### src/rtl/adc_serial_emulator_if.sv
// Serial pixel ADC bus: the ADC controller masters sclk/cs_n and reads sdata.
// The emulator sits on the slave side.
interface adc_serial_emulator_if;
    logic sclk;
    logic cs_n;
    logic sdata;

    modport master (output sclk, output cs_n, input sdata);
    modport slave  (input sclk, input cs_n, output sdata);
endinterface

### src/rtl/adc_serial_emulator.sv
// Stand-in for the Stonyman 12-bit serial pixel ADC: answers sclk/cs_n with deterministic pixels.
// Optional ADC_EMU_NOISE_EN adds LFSR noise on value bits [1:0].
module adc_serial_emulator #(
    parameter int          ROW_LEN   = 112,
    parameter logic [11:0] RAMP_STEP = 12'd1
) (
    input  logic                       clk,
    input  logic                       reset,
    input  logic                       enable,
    input  logic [1:0]                 mode,
    input  logic [11:0]                const_value,
    input  logic                       frame_sync,
    adc_serial_emulator_if.slave       bus,
    output logic                       conv_done,
    output logic [15:0]                conv_count,
    output logic [1:0]                 state_o
);

    localparam int CW = ($clog2(ROW_LEN) > 7) ? $clog2(ROW_LEN) : 7;

    typedef enum logic [1:0] {
        IDLE  = 2'd0,
        SHIFT = 2'd1,
        DONE  = 2'd2
    } state_e;

    state_e        state_q, state_d;
    logic [15:0]   shift_q, shift_d;
    logic [3:0]    idx_q, idx_d;
    logic          sdata_q, sdata_d;
    logic          conv_done_q;
    logic [15:0]   conv_count_q;
    logic [CW-1:0] row_q, col_q;
    logic [11:0]   ramp_q;
    logic          advance;
    logic [11:0]   value;

    // Synchronizers carry no reset so a chip select held low across reset
    // does not look like a fresh falling edge afterwards.
    logic sclk_s1, sclk_s2, sclk_s3;
    logic cs_s1, cs_s2, cs_s3;
    logic sclk_fall, cs_fall, cs_rise;

    always_ff @(posedge clk) begin
        sclk_s1 <= bus.sclk;
        sclk_s2 <= sclk_s1;
        sclk_s3 <= sclk_s2;
        cs_s1   <= bus.cs_n;
        cs_s2   <= cs_s1;
        cs_s3   <= cs_s2;
    end

    assign sclk_fall = sclk_s3 & ~sclk_s2;
    assign cs_fall   = cs_s3 & ~cs_s2;
    assign cs_rise   = ~cs_s3 & cs_s2;

`ifdef ADC_EMU_NOISE_EN
    logic [15:0] lfsr_q;
    logic        lfsr_fb;

    assign lfsr_fb = lfsr_q[15] ^ lfsr_q[13] ^ lfsr_q[12] ^ lfsr_q[10];

    always_ff @(posedge clk) begin
        if (reset) begin
            lfsr_q <= 16'hACE1;
        end else if (advance) begin
            lfsr_q <= {lfsr_q[14:0], lfsr_fb};
        end
    end
`endif

    always_comb begin
        value = const_value;
        case (mode)
            2'd0:    value = const_value;
            2'd1:    value = ramp_q;
            2'd2:    value = (row_q[3] ^ col_q[3]) ? const_value : 12'd0;
            default: value = {col_q[6:0], 5'b0};
        endcase
`ifdef ADC_EMU_NOISE_EN
        value = value ^ {10'd0, lfsr_q[1:0]};
`endif
    end

    always_comb begin
        state_d = state_q;
        shift_d = shift_q;
        idx_d   = idx_q;
        advance = 1'b0;
        if (!enable) begin
            state_d = IDLE;
        end else begin
            case (state_q)
                IDLE: begin
                    if (cs_fall) begin
                        state_d = SHIFT;
                        shift_d = {4'd0, value};
                        idx_d   = 4'hF;
                    end
                end
                SHIFT: begin
                    // Chip-select rise wins over a coincident sclk fall: abort.
                    if (cs_rise) begin
                        state_d = IDLE;
                    end else if (sclk_fall && !cs_s2) begin
                        if (idx_q == 4'd0) begin
                            state_d = DONE;
                        end else begin
                            shift_d = {shift_q[14:0], 1'b0};
                            idx_d   = idx_q - 4'd1;
                        end
                    end
                end
                DONE: begin
                    if (cs_rise) begin
                        state_d = IDLE;
                        advance = 1'b1;
                    end
                end
                default: state_d = IDLE;
            endcase
        end
        sdata_d = (state_d == SHIFT) ? shift_d[15] : 1'b0;
    end

    always_ff @(posedge clk) begin
        if (reset) begin
            state_q      <= IDLE;
            shift_q      <= 16'd0;
            idx_q        <= 4'd0;
            sdata_q      <= 1'b0;
            conv_done_q  <= 1'b0;
            conv_count_q <= 16'd0;
            row_q        <= '0;
            col_q        <= '0;
            ramp_q       <= 12'd0;
        end else begin
            state_q     <= state_d;
            shift_q     <= shift_d;
            idx_q       <= idx_d;
            sdata_q     <= sdata_d;
            conv_done_q <= advance;
            if (frame_sync) begin
                conv_count_q <= 16'd0;
                row_q        <= '0;
                col_q        <= '0;
                ramp_q       <= 12'd0;
            end else if (advance) begin
                conv_count_q <= conv_count_q + 16'd1;
                ramp_q       <= ramp_q + RAMP_STEP;
                if (col_q == CW'(ROW_LEN - 1)) begin
                    col_q <= '0;
                    row_q <= (row_q == CW'(ROW_LEN - 1)) ? '0 : row_q + CW'(1);
                end else begin
                    col_q <= col_q + CW'(1);
                end
            end
        end
    end

    assign bus.sdata  = sdata_q;
    assign conv_done  = conv_done_q;
    assign conv_count = conv_count_q;
    assign state_o    = state_q;

endmodule

### src/flat_wrapper.sv
// flat-port wrapper written by rule: the top's interface ports become plain ports
module adc_serial_emulator_flat 
#(
    parameter int          ROW_LEN   = 112,
    parameter logic [11:0] RAMP_STEP = 12'd1
)
  (clk, reset, enable, mode, const_value, frame_sync, conv_done, conv_count, state_o, bus_sclk, bus_cs_n, bus_sdata);
  adc_serial_emulator_if bus_i ();
  input  logic clk;
  input  logic reset;
  input  logic enable;
  input  logic [1:0] mode;
  input  logic [11:0] const_value;
  input  logic frame_sync;
  output logic conv_done;
  output logic [15:0] conv_count;
  output logic [1:0] state_o;
  input wire logic [$bits(bus_i.sclk)-1:0] bus_sclk;
  input wire logic [$bits(bus_i.cs_n)-1:0] bus_cs_n;
  output wire logic [$bits(bus_i.sdata)-1:0] bus_sdata;
  assign bus_i.sclk = bus_sclk;
  assign bus_i.cs_n = bus_cs_n;
  assign bus_sdata = bus_i.sdata;
  adc_serial_emulator #(.ROW_LEN(ROW_LEN), .RAMP_STEP(RAMP_STEP)) u_core (.clk(clk), .reset(reset), .enable(enable), .mode(mode), .const_value(const_value), .frame_sync(frame_sync), .bus(bus_i), .conv_done(conv_done), .conv_count(conv_count), .state_o(state_o));
endmodule
### config.mk
export PLATFORM = sky130hd
export DESIGN_NAME = adc_serial_emulator_flat
export DESIGN_NICKNAME = d
export VERILOG_FILES = /design/src/rtl/adc_serial_emulator_if.sv /design/src/rtl/adc_serial_emulator.sv /design/src/flat_wrapper.sv
export SDC_FILE = /design/constraint.sdc
export NUM_CORES = 1
export LEC_CHECK = 0
export CAP_MARGIN = 5
export CORE_MARGIN = 1
export CORE_UTILIZATION = 40
export DETAILED_ROUTE_END_ITERATION = 8
export SLEW_MARGIN = 20
export SYNTH_ARGS = -nofsm -noshare
export SYNTH_HDL_FRONTEND = slang
export SYNTH_SLANG_ARGS = --single-unit
export TNS_END_PERCENT = 20
### constraint.sdc
create_clock -name clk -period 2.2 [get_ports clk]
set_input_delay 0.44 -clock clk [delete_from_list [all_inputs] [get_ports clk]]
set_output_delay 0.44 -clock clk [all_outputs]
set_load 0.05 [all_outputs]
==> reports/qor.yml <==
finalWirelength_mm: 8.63
tritoncts: "yes"
grt_max_degree: 36
placement_rows: 33
report.final.slew_viol_count: 0
peakVddDrop_v: 0.000371
post_synth_fa_ha_maj_area_fraction: 0.0234
multi_input_comb_area_sq_um: 1940
rsz0062_at_grt: "no"
synth_top_cell_area_share: 0.409
share_of_layout_cells_above_drive_strength_1: 0.120
post_synthesis_share_of_cell_area_spent_on_and_or_nand_and_nor_gates: 0.264
antenna_found_initial: 0
initial_core_util: 0.421
muxShareOfSynthArea: 0.0170
critical_path_class: "register to output pin"
power.combinational.fraction: 0.081
grt_first_pass_wirelength_mm: 14.0
power.leakage_nw: 1.48
wl_per_cell_microns: 14.7
worst_ep_required_time_ns: 1.76
insertion_delay_ns: 0.34
share_seq_of_total_power: 0.520
synthToLayoutAreaGrowth_pct: 25.1
reg2reg_depth: 6
placement.io_buffers: 39
cell_int_power_w: 0.00196
finalSetupViolations: 0
postSynthRegisterBits: 72
drt_drc_violations_left: 0
period_minus_slack_ns: 2.11
synth_top_flop_cell: "dfxtp_1"
synth-edff-count: 0
worst_margin_slew_ns: 0.658
finalClockSkew_ns: 0.0105
run_status: "completed"
timing.final.hold_violations: 0
ant_nets: 0
yosys_warnings: 0
slew_headroom: 0.561
end_kind: "output pin"
overflow: 0
die_area_sq_um: 9190
top_achievable_clock_speed_mhz: 474
yosysMostFrequentCell: "dfxtp_1"
post_cts_resized: 0
max-cap-violations: 0
synth_area_per_cell_sq_um: 8.44
synthArstFlopShare: 0
synth_top_family_by_area: "simple AND/OR/NAND/NOR gates"
first_global_vias: 3020
hpwlAfterDp_mm: 6.11
synth.distinct_cells: 52
total_power_density_per_cell_area_nw_per_um2: 582
antenna_cell_count: 0
fillers: 816
drt_first_iter_violations: 105
clock_pin_slew_on_the_worst_setup_and_hold_paths_ns: 0.07
hold_buffer_count_at_cts: 0
cts_root_buf: "clkbuf_8"
finalNetCount: 505
fin_ws_ns: 0.0915
postSynthCellCount: 418
die_wd_microns: 95.9
critical_path_peak_fanout: 5
drt-pass1-iter-count: 4
numPlacedInstances: 574
synth-compound-area-share: 0.206
postSynthNetCount: 443
routed_via_density: 5.60
place.gp.congestion: 0.844
worst_hold_path_type: "register to register"
grt_use_total: 0.198
design_area_sq_um: 4410
floorplan.die.height_microns: 95.9
top_level_ports: 40
core_region_area_sq_um: 8380
critPathArrivalTime_ns: 1.67
number_of_buffers_inserted_during_clock_tree_synthesis: 9
syn-cell-area_sq_um: 3530
synth.largest_area_cell: "dfxtp_1"
netSwitchingPower_w: 0.000602
cts-root-to-sink-buffers: 2
post_cts.repair.setup_buffers: 0
synth_xor_area_frac: 0.0397
dp_worst_setup_slack_ns: -0.178
crit_path_start_kind: "register"
synth.cells.most_frequent: "dfxtp_1 (72), a21oi_1 (36), nand2_1 (34)"
num_vias: 3301
dpl_cell_area_sq_um: 4220
power.clock.fraction: 0.399
whs_path_depth: 0
seq_area_sq_um: 1440
post-route-period-util: 0.958
synth_seq_area_share: 0.409
stdcell_count: 589
synth.area.top_cells: "dfxtp_1 (41%), a21oi_1 (5.1%), o21ai_0 (4.1%)"
cts.htree.levels: 3
cts_sinks: 72
switching_share: 0.235
[stage by stage]
stage	utilization	TNS, ns	total power [W]	hold slack, ns
final	0.526	0	0.00257	0.330
after global routing	0.526	0	0.00267	0.346
after CTS	0.526	0	0.00259	0.334
after detailed placement	0.504	-2.15	0.00157	0.319
after global placement	0.504	-1.80	0.00157	0.314
after floorplan	-	0	0.00148	0.310
[power by group through the flow]
stage          combinational [W]  sequential, W  clock [W]
2_1_floorplan           0.000117        0.00136          0
3_3_place_gp            0.000203        0.00136          0
3_5_place_dp            0.000206        0.00136          0
4_1_cts                 0.000207        0.00133    0.00105
5_1_grt                 0.000226        0.00134    0.00111
6_report                0.000207        0.00133    0.00103
[area by class of cell]
cell class,count,area share
Multi-Input combinational cell,309,0.440
Sequential cell,72,0.327
Timing Repair Buffer,73,0.149
Clock buffer,12,0.0329
Tap cell,105,0.0298
Inverter,15,0.0128
Clock inverter,3,0.00964
[state kept, by name (all words and copies together), names as in the netlist, 2 cells and up]
register and flops:
u_core.idx_q 4, u_core.shift_q 16, u_core.conv_count 16, u_core.ramp_q 12, u_core.row_q 7, u_core.state_o 2
u_core.col_q 7
[cell families (layout without fill, tap and decap cells)]
| family | after synthesis | after routing |
|---|---|---|
| AOI/OAI and AO/OA | 116 | 116 |
| xor gates and xnor gates | 16 | 16 |
| adders and majority gates | 7 | 7 |
| buffers and inverters | 37 | 103 |
| DFF | 72 | 72 |
| muxes | 6 | 6 |
| and+or+nand+nor | 164 | 164 |
[placed cells by master (no fill, tap or decap), types with 3 or more instances in the layout]
master / netlist / final
a21oi_1: 36 / 36
a311oi_1: 10 / 10
a31oi_1: 13 / 13
and2_1: 6 / 6
and3_1: 6 / 6
and4_1: 4 / 4
buf_4: 0 / 34
clkbuf_8: 0 / 10
clkdlybuf4s50_1: 0 / 38
dfxtp_1: 72 / 72
ha_1: 5 / 5
inv_1: 15 / 15
mux2i_1: 6 / 6
nand2_1: 34 / 34
nand2b_1: 10 / 10
nand3_1: 18 / 18
nand3b_1: 6 / 6
nand4_1: 17 / 17
nor2_1: 19 / 19
nor2b_1: 10 / 10
o21ai_0: 29 / 29
o221ai_1: 6 / 6
o31ai_1: 7 / 7
or3_1: 17 / 17
or4_1: 3 / 3
xnor2_1: 5 / 5
xor2_1: 11 / 11
[worst paths after layout]
check	end	slack (ns)	startpoint
hold reg to reg	u_core.sclk_s2$_DFF_P_	0.33	u_core.sclk_s1$_DFF_P_
setup reg to reg	u_core.row_q[3]$_SDFFE_PP0P_	0.26	u_core.col_q[0]$_SDFFE_PP0P_
setup / recovery	state_o[0]	0.09	u_core.state_o[0]$_SDFF_PP0_
hold / removal	u_core.sclk_s2$_DFF_P_	0.33	u_core.sclk_s1$_DFF_P_
[per-layer routing]
layer,up-vias,routed length [microns],track usage
li1,1658,-,-
met1,1582,4120,0.253
met2,55,4100,0.326
met3,6,337,0.0537
met4,0,70,0.0547
met5,-,0,0
[worst max-delay path, cell delays in order, from the launching register on]
cell             delay, ns
dfxtp_1               0.38
buf_4                 0.16
clkdlybuf4s50_1       0.79
Note: power is estimated with default switching activity, not from simulation.
